File: src/rtl/ahfp_div.sv
// Multicycle IEEE-754 single-precision divider (radix-2 restoring), start/done handshake.
// Define AHFP_DIV_RNE_EN for round-to-nearest-even; the default build truncates toward zero.
module ahfp_div #(
    parameter int unsigned EXP_W = 8,
    parameter int unsigned MAN_W = 23,
    parameter int unsigned BIAS  = 127
) (
    input  logic                   clk,
    input  logic                   reset,
    input  logic                   clk_en,
    input  logic                   start,
    input  logic [EXP_W+MAN_W:0]   dataa,
    input  logic [EXP_W+MAN_W:0]   datab,
    output logic [EXP_W+MAN_W:0]   result,
    output logic                   done
);

    localparam int unsigned DW = EXP_W + MAN_W + 1;
    localparam int unsigned QW = MAN_W + 3;
    localparam int unsigned CW = $clog2(QW);
    localparam int unsigned EW = EXP_W + 2;

    typedef enum logic [1:0] {StIdle, StCalc, StNorm, StDone} state_t;

    state_t                 state_q;
    logic [DW-2:0]          a_q, b_q;
    logic                   sign_q;
    logic signed [EW-1:0]   exp_q;
    logic [QW-1:0]          q_q;
    logic [MAN_W+1:0]       rem_q;
    logic [CW-1:0]          cnt_q;

    // Restoring step; the first step compares the unshifted dividend mantissa.
    logic [MAN_W+1:0] mb, rem2, rem_nx;
    logic             q_bit;

    always_comb begin
        mb     = {1'b0, 1'b1, b_q[MAN_W-1:0]};
        rem2   = (cnt_q == '0) ? {1'b0, 1'b1, a_q[MAN_W-1:0]} : {rem_q[MAN_W:0], 1'b0};
        q_bit  = (rem2 >= mb);
        rem_nx = q_bit ? (rem2 - mb) : rem2;
    end

    logic [MAN_W-1:0]     frac_n, frac_r;
    logic signed [EW-1:0] exp_n, exp_r;

`ifdef AHFP_DIV_RNE_EN
    logic             guard, sticky, inc;
    logic [MAN_W:0]   frac_sum;

    always_comb begin
        if (q_q[QW-1]) begin
            frac_n = q_q[QW-2:2];
            guard  = q_q[1];
            sticky = q_q[0] | (|rem_q);
            exp_n  = exp_q;
        end else begin
            frac_n = q_q[QW-3:1];
            guard  = q_q[0];
            sticky = |rem_q;
            exp_n  = exp_q - EW'(1);
        end
        inc      = guard & (sticky | frac_n[0]);
        frac_sum = {1'b0, frac_n} + {{MAN_W{1'b0}}, inc};
        frac_r   = frac_sum[MAN_W-1:0];
        exp_r    = frac_sum[MAN_W] ? (exp_n + EW'(1)) : exp_n;
    end
`else
    logic unused_bits;
    assign unused_bits = ^{q_q[0], rem_q};

    always_comb begin
        if (q_q[QW-1]) begin
            frac_n = q_q[QW-2:2];
            exp_n  = exp_q;
        end else begin
            frac_n = q_q[QW-3:1];
            exp_n  = exp_q - EW'(1);
        end
        frac_r = frac_n;
        exp_r  = exp_n;
    end
`endif

    // Operand classification; denormals count as zero.
    logic [EXP_W-1:0] ea, eb;
    logic             a_zero, b_zero, a_inf, b_inf, a_nan, b_nan, ovf, unf;
    logic [DW-1:0]    res_n;

    always_comb begin
        ea     = a_q[DW-2:MAN_W];
        eb     = b_q[DW-2:MAN_W];
        a_zero = (ea == '0);
        b_zero = (eb == '0);
        a_inf  = (ea == '1) && (a_q[MAN_W-1:0] == '0);
        b_inf  = (eb == '1) && (b_q[MAN_W-1:0] == '0);
        a_nan  = (ea == '1) && (a_q[MAN_W-1:0] != '0);
        b_nan  = (eb == '1) && (b_q[MAN_W-1:0] != '0);
        ovf    = !exp_r[EW-1] && (exp_r[EW-2:0] >= (EW-1)'((1 << EXP_W) - 1));
        unf    = exp_r[EW-1] || (exp_r == '0);
        if (a_nan || b_nan || (a_zero && b_zero) || (a_inf && b_inf)) begin
            res_n = {1'b0, {EXP_W{1'b1}}, 1'b1, {(MAN_W-1){1'b0}}};
        end else if (a_inf || b_zero) begin
            res_n = {sign_q, {EXP_W{1'b1}}, {MAN_W{1'b0}}};
        end else if (a_zero || b_inf) begin
            res_n = {sign_q, {(DW-1){1'b0}}};
        end else if (ovf) begin
            res_n = {sign_q, {EXP_W{1'b1}}, {MAN_W{1'b0}}};
        end else if (unf) begin
            res_n = {sign_q, {(DW-1){1'b0}}};
        end else begin
            res_n = {sign_q, exp_r[EXP_W-1:0], frac_r};
        end
    end

    always_ff @(posedge clk) begin
        if (reset) begin
            state_q <= StIdle;
            a_q     <= '0;
            b_q     <= '0;
            sign_q  <= 1'b0;
            exp_q   <= '0;
            q_q     <= '0;
            rem_q   <= '0;
            cnt_q   <= '0;
            result  <= '0;
            done    <= 1'b0;
        end else if (clk_en) begin
            unique case (state_q)
                StIdle: begin
                    done <= 1'b0;
                    if (start) begin
                        a_q     <= dataa[DW-2:0];
                        b_q     <= datab[DW-2:0];
                        sign_q  <= dataa[DW-1] ^ datab[DW-1];
                        exp_q   <= $signed({2'b00, dataa[DW-2:MAN_W]})
                                 - $signed({2'b00, datab[DW-2:MAN_W]})
                                 + $signed(EW'(BIAS));
                        q_q     <= '0;
                        cnt_q   <= '0;
                        state_q <= StCalc;
                    end
                end
                StCalc: begin
                    q_q   <= {q_q[QW-2:0], q_bit};
                    rem_q <= rem_nx;
                    if (cnt_q == CW'(QW - 1)) begin
                        cnt_q   <= '0;
                        state_q <= StNorm;
                    end else begin
                        cnt_q <= cnt_q + CW'(1);
                    end
                end
                StNorm: begin
                    result  <= res_n;
                    done    <= 1'b1;
                    state_q <= StDone;
                end
                StDone: begin
                    done    <= 1'b0;
                    state_q <= StIdle;
                end
                default: state_q <= StIdle;
            endcase
        end
    end

endmodule
File: config.mk
export PLATFORM = sky130hd
export DESIGN_NAME = ahfp_div
export DESIGN_NICKNAME = d
export VERILOG_FILES = /design/src/rtl/ahfp_div.sv
export SDC_FILE = /design/constraint.sdc
export NUM_CORES = 1
export LEC_CHECK = 0
export ABC_CLOCK_PERIOD_IN_PS = 3800
export BUFFER_PORTS_ARGS = -buffer_cell sky130_fd_sc_hd__buf_2
export CORE_ASPECT_RATIO = 1.25
export CORE_MARGIN = 2
export CORE_UTILIZATION = 50
export DETAILED_ROUTE_END_ITERATION = 10
export PLACE_DENSITY = 0.73
export SETUP_SLACK_MARGIN = 0.15
export SYNTH_ARGS = -nofsm -noshare
export SYNTH_HDL_FRONTEND = slang
export SYNTH_SLANG_ARGS = --single-unit
File: constraint.sdc
create_clock -name clk -period 3.8 [get_ports clk]
set_input_delay 0.57 -clock clk [delete_from_list [all_inputs] [get_ports clk]]
set_output_delay 0.57 -clock clk [all_outputs]
set_load 0.01 [all_outputs]
After elaboration in Yosys (flattened, before gate mapping)
Index checks and enable logic that the tools add are counted.
Cells by class
  multiplexer cells: 18
  $add $sub $neg: 5
  reduce and logical (&&, ||, !) cells: 32
  equal/unequal tests: 8
  bitwise logic cells: 1
  order comparisons: 2
Operator list (count)
  31-bit 2-to-1 mux: 4
  26-bit case mux with 2 select lines: 1
  23-bit zero test: 2
  23-bit nonzero test: 2
  32-bit 2-to-1 mux: 1
  26-bit 2-to-1 mux: 1
  25-bit by 24-bit greater-or-equal comparator with 1-bit output: 1
  25-bit 2-to-1 mux: 1
  24-bit 2-to-1 mux: 1
  24-bit subtractor: 1
  23-bit 2-to-1 mux: 1
  8-bit == test, second input constant: 2
  8-bit zero test: 2
  9-bit by 8-bit adder with 10-bit output, second input constant: 1
  10-bit zero test: 1
  10-bit 2-to-1 mux: 1
  5-bit 2-to-1 mux: 2
  5-bit case mux with 2 select lines: 1
  10-bit by 2-bit subtractor with 10-bit output, second input constant: 1
  9-bit by 8-bit greater-or-equal comparator with 1-bit output, second input constant: 1
  3-bit AND reduction: 3
  8-bit by 8-bit subtractor with 9-bit output: 1
  2-bit case mux with 4 select lines: 1
  1-bit logical AND: 7
  15 further kinds: 26
Storage, ports and cells
  output and inout bits: 33
  register bits after elaboration: 163
  input port bits: 68

Logic depth before layout (Yosys ltp)
  depth after elaboration: 9
  mapped depth: 17
  mapped depth without buffers: 15

Least setup slack after synthesis
No wires, ideal clock.
  path type: register to register
  start point: register cnt_q[0]
  end point: register rem_q[20]
  required time: 3.714 ns
  slack: -0.174 ns
  arrival time: 3.888 ns
  stages on the path, launching flop included: 17
  setup time: 0.086 ns
  path through: dfxtp_1 -> inv_1 -> ha_1 -> nor4b_2 -> clkbuf_1 -> mux2_2 -> ha_1 -> buf_2 -> a21oi_1 -> o21ai_0 -> a21o_1 -> a221oi_1 -> o22ai_1 -> a21oi_1 -> clkbuf_1 -> a21oi_1 -> a211oi_1
Between the ends
  longest elaborated chain between the ends: 4
Ends and longest elaborated chain
  from (decl): line 31  | logic [CW-1:0] cnt_q;
  from (signal assigned): line 151  | cnt_q <= cnt_q + CW'(1);
  5-bit zero test (*): line 39  | rem2 = (cnt_q == '0) ? {1'b0, 1'b1, a_q[MAN_W-1:0]} : {rem_q[MAN_W:0], 1'b0};
  25-bit 2-to-1 mux (*): line 39
  24-bit subtractor / 25-bit by 24-bit greater-or-equal comparator with 1-bit output (equally long branches): line 41, 40
  24-bit 2-to-1 mux (*): line 41  | rem_nx = q_bit ? (rem2 - mb) : rem2;
  to (signal assigned): line 146  | rem_q <= rem_nx;
  to (decl): line 30  | logic [MAN_W+1:0] rem_q;
Mark *: on every way between the ends. The rest lies on a longest branch, timed or not.
A chain may end at the register's enable or synchronous reset.

Worst setup path after layout
  start point: register cnt_q[0]
  end point: register rem_q[22]
The elaborated chain is that of the path after synthesis.

==> impl_metrics.py <==
metrics = {
    "floorplan": {
        "die_h_um": 153,
        "rows": 54,
        "ios": 101,
        "start_util_pct": 50.9,
        "die_w_um": 123,
        "die_area_um2": 18800,
        "core_area_um2": 17400,
    },
    "detailed_routing": {
        "drtAntennaViolNets": 0,
        "drc": 0,
        "avgViaCountPerCell": 5.68,
        "vias": 8069,
        "drt_pre_antenna_iters": 6,
        "drt_iter0_markers": 471,
        "avgRoutedWirePerCell_um": 16.0,
        "wl_mm": 22.7,
    },
    "placement": {
        "place_ws_ns": 0.122,
        "portBuffers": 100,
        "gp_congestion": 0.922,
        "post-dp-hpwl_mm": 16.2,
    },
    "clock_network": {
        "clk_pin_slew_ns": 0.07,
        "cts_tree": "done",
        "postCtsHoldBufs": 0,
        "cts.sinks": 163,
        "cts_root_buf": "clkbuf_16",
        "cts_made_buffers": 17,
        "cts_max_path_buffers": 2,
        "clkLatencyLatePin_ns": 0.43,
        "ctsHtreeMaxLevel": 4,
    },
    "power_and_ir_drop": {
        "ir_worst_vdd_mv": 0.326,
        "p_leak_nw": 4.18,
        "power_density_nw_per_um2": 470,
    },
    "worst_setup_path": {
        "crit_chain": "inv_1, ha_1, nor4b_4, buf_6, buf_12, buf_16, mux2_2, ha_4, and2_4, a221oi_4, o21ai_2, a31o_2, a21oi_4, buf_4, nor3_1, nor4_2, a2111oi_2",
        "worstSetupPathType": "register to register",
        "startpoint": "cnt_q[0]",
        "endpoint_kind": "register",
        "crit_arrival_ns": 3.80,
        "crit_path_start_kind": "register",
        "crit_required_ns": 4.07,
        "crit_buf_inv": 5,
        "crit_fanout": 12,
        "max_stage_delay_ns": 0.38,
        "cp.depth": 17,
        "reg2reg_to": "rem_q[22]",
        "reg2reg_slack_ns": 0.27,
        "r2r_start": "cnt_q[0]",
        "critPathSlowestCell": "mux2_2",
        "r2r_cells": 17,
        "cp_top_family": "compound AO/OA/AOI/OAI gates",
    },
    "yosys": {
        "synth-edff-count": 0,
        "synthTopCellsByCount": "nand2_1 (191), dfxtp_1 (163), a21oi_1 (106), nor2_1 (103), clkbuf_1 (56)",
        "seq_area_frac_synth_pct": 36.8,
        "synth_top_area_cell": "dfxtp_1",
        "yosys-top-cells-area": "dfxtp_1 (37%), nand2_1 (8.1%), a21oi_1 (6.0%), ha_1 (5.5%), nor2_1 (4.4%)",
        "synth_top_area_share_pct": 36.8,
        "ys_ff_latch": 163,
        "synth_cell_type_count": 65,
        "ys.warnings.count": 0,
        "syn_area_per_cell_um2": 8.06,
        "yosys_most_used_dff": "dfxtp_1",
        "async_flop_share_pct": 0,
        "syn_inst": 1100,
        "syn-cell-area_um2": 8870,
        "synth_nets": 1209,
        "yosysMostFrequentCell": "nand2_1",
    },
    "timing": {
        "slew_headroom_pct": 37.7,
        "hold_viol": 0,
        "finalSetupTns_ns": 0,
        "min_period_ns": 3.53,
        "finalSetupViolCount": 0,
        "min_period_over_period_pct": 92.9,
        "rsz0062_at_grt": "false",
        "fin_skew_ns": 0.0119,
        "worst_slew_pin_slew_ns": 0.934,
        "clock.fmax_mhz": 283,
        "setup_ws_ns": 0.271,
        "finalMaxSlewViolations": 0,
    },
    "global_route": {
        "grt_usage_pct": 24.1,
        "grt_max_degree": 82,
        "grt_pass1_vias": 7596,
        "grt.overflow.total": 0,
        "grt_pass1_wl_mm": 36.3,
        "antenna_found_initial": 0,
    },
    "layout": {
        "n_fill_cell": 1543,
        "final_nets": 1293,
        "syn2layout_area_growth_pct": 20.3,
        "drive_gt1_share_pct": 22.3,
        "seq_area_um2": 3270,
        "antenna_cells": 0,
        "final_core_util_pct": 61.2,
        "multi_input_area_um2": 5520,
    },
    "flow_run": {
        "maxCapViolations": 0,
    },
    "worst_hold_path": {
        "min_to": "b_q[18]",
        "min_from": "datab[18]",
        "whs_path_depth": 3,
        "hold_class": "input port to register",
    },
    "status": {
        "outcome": "completed",
    },
}
==> final cells by class <==
cell class,instances,share of cell area (%)
inverters,51,1.80
multi-input cells,822,51.8
clock buffers,17,3.99
flip-flops and latches,163,30.7
clock inverters,14,1.68
well taps,224,2.63
repair buffers,129,7.44
==> where the power goes <==
| group | switching, W | internal [W] | total [W] |
|---|---|---|---|
| logic | 0.000781 | 0.000637 | 0.00142 |
| registers | 0.0000663 | 0.00178 | 0.00185 |
| clock network | 0.000761 | 0.000989 | 0.00175 |
==> kinds of logic (layout without fill, tap and decap cells) <==
logic type / after synthesis / count (layout) / synth area share (%)
buffers and inverters: 115 / 211 / 5.19
xor gates and xnor gates: 38 / 38 / 3.75
AOI/OAI and AO/OA: 270 / 270 / 19.8
adders and majority gates: 41 / 41 / 5.96
muxes: 60 / 60 / 7.10
DFF: 163 / 163 / 36.8
and+or+nand+nor: 413 / 413 / 21.4
==> through the flow <==
stage                     total power (W)  instance area, µm²  hold WS, ns  cells
after floorplan                   0.00278                8900        0.446   1100
after global placement            0.00309                9590        0.432   1381
after detailed placement          0.00311                9590        0.438   1381
after CTS                         0.00487               10200        0.362   1414
after global routing              0.00526               10700        0.368   1420
final                             0.00502               10700        0.376   1420
==> timing repair <==
| item | CTS | global route |
|---|---|---|
| gates cloned | 1 | 0 |
| pin swaps | 1 | 13 |
| setup buffers | 1 | 6 |
| gates resized for setup | 5 | 64 |
| setup endpoints to repair | 3 | 25 |
==> how the worst max path moves through the flow <==
stage | end
global route | rem_q[5]
global placement | rem_q[22]
detailed placement | rem_q[22]
floorplan | rem_q[15]
finish | rem_q[22]
CTS | rem_q[22]
==> routing by layer <==
layer | share of wire (%) | GRT usage, % | vias to the layer above | wire length (µm)
met1 | 41 | 27.8 | 3790 | 9300
met4 | 3.9 | 10.2 | 0 | 886
li1 | - | - | 4028 | -
met3 | 3.5 | 3.77 | 64 | 795
met2 | 52 | 43.4 | 187 | 11700
met5 | 0 | 0 | - | 0
==> flip-flops by register name, summed over array words and instances, names as in the netlist <==
register  flops
result       32
cnt_q         5
a_q          31
done          1
exp_q        10
q_q          26
sign_q        1
state_q       2
rem_q        24
b_q          31
==> worst register-to-register path, delay by kind of cell (launching register included) <==
family                     cells  cell delay (ns)
AOI/OAI and AO/OA              5             0.89
and+or+nand+nor                4             0.76
buffers and inverters          5             0.62
muxes                          1             0.38
adders and majority gates      2             0.37
DFF                            1             0.36
==> cells in the final DEF (no fill, tap or decap), types with 10 or more instances in the layout <==
cell       count
a211oi_1      28
nand4_1       13
ha_1          20
buf_4         22
nand2_1      190
mux2i_1       35
buf_2         99
nor2_1       101
a22oi_1       28
dfxtp_1      160
a21oi_1      102
xnor2_1       28
o21ai_0       20
clkbuf_16     17
inv_1         51
nor4_1        15
ha_4          14
a21o_1        15
o21ai_2       21
xor2_1        10
nor3_1        19
mux2_2        19
Note: power is estimated with default switching activity, not from simulation.
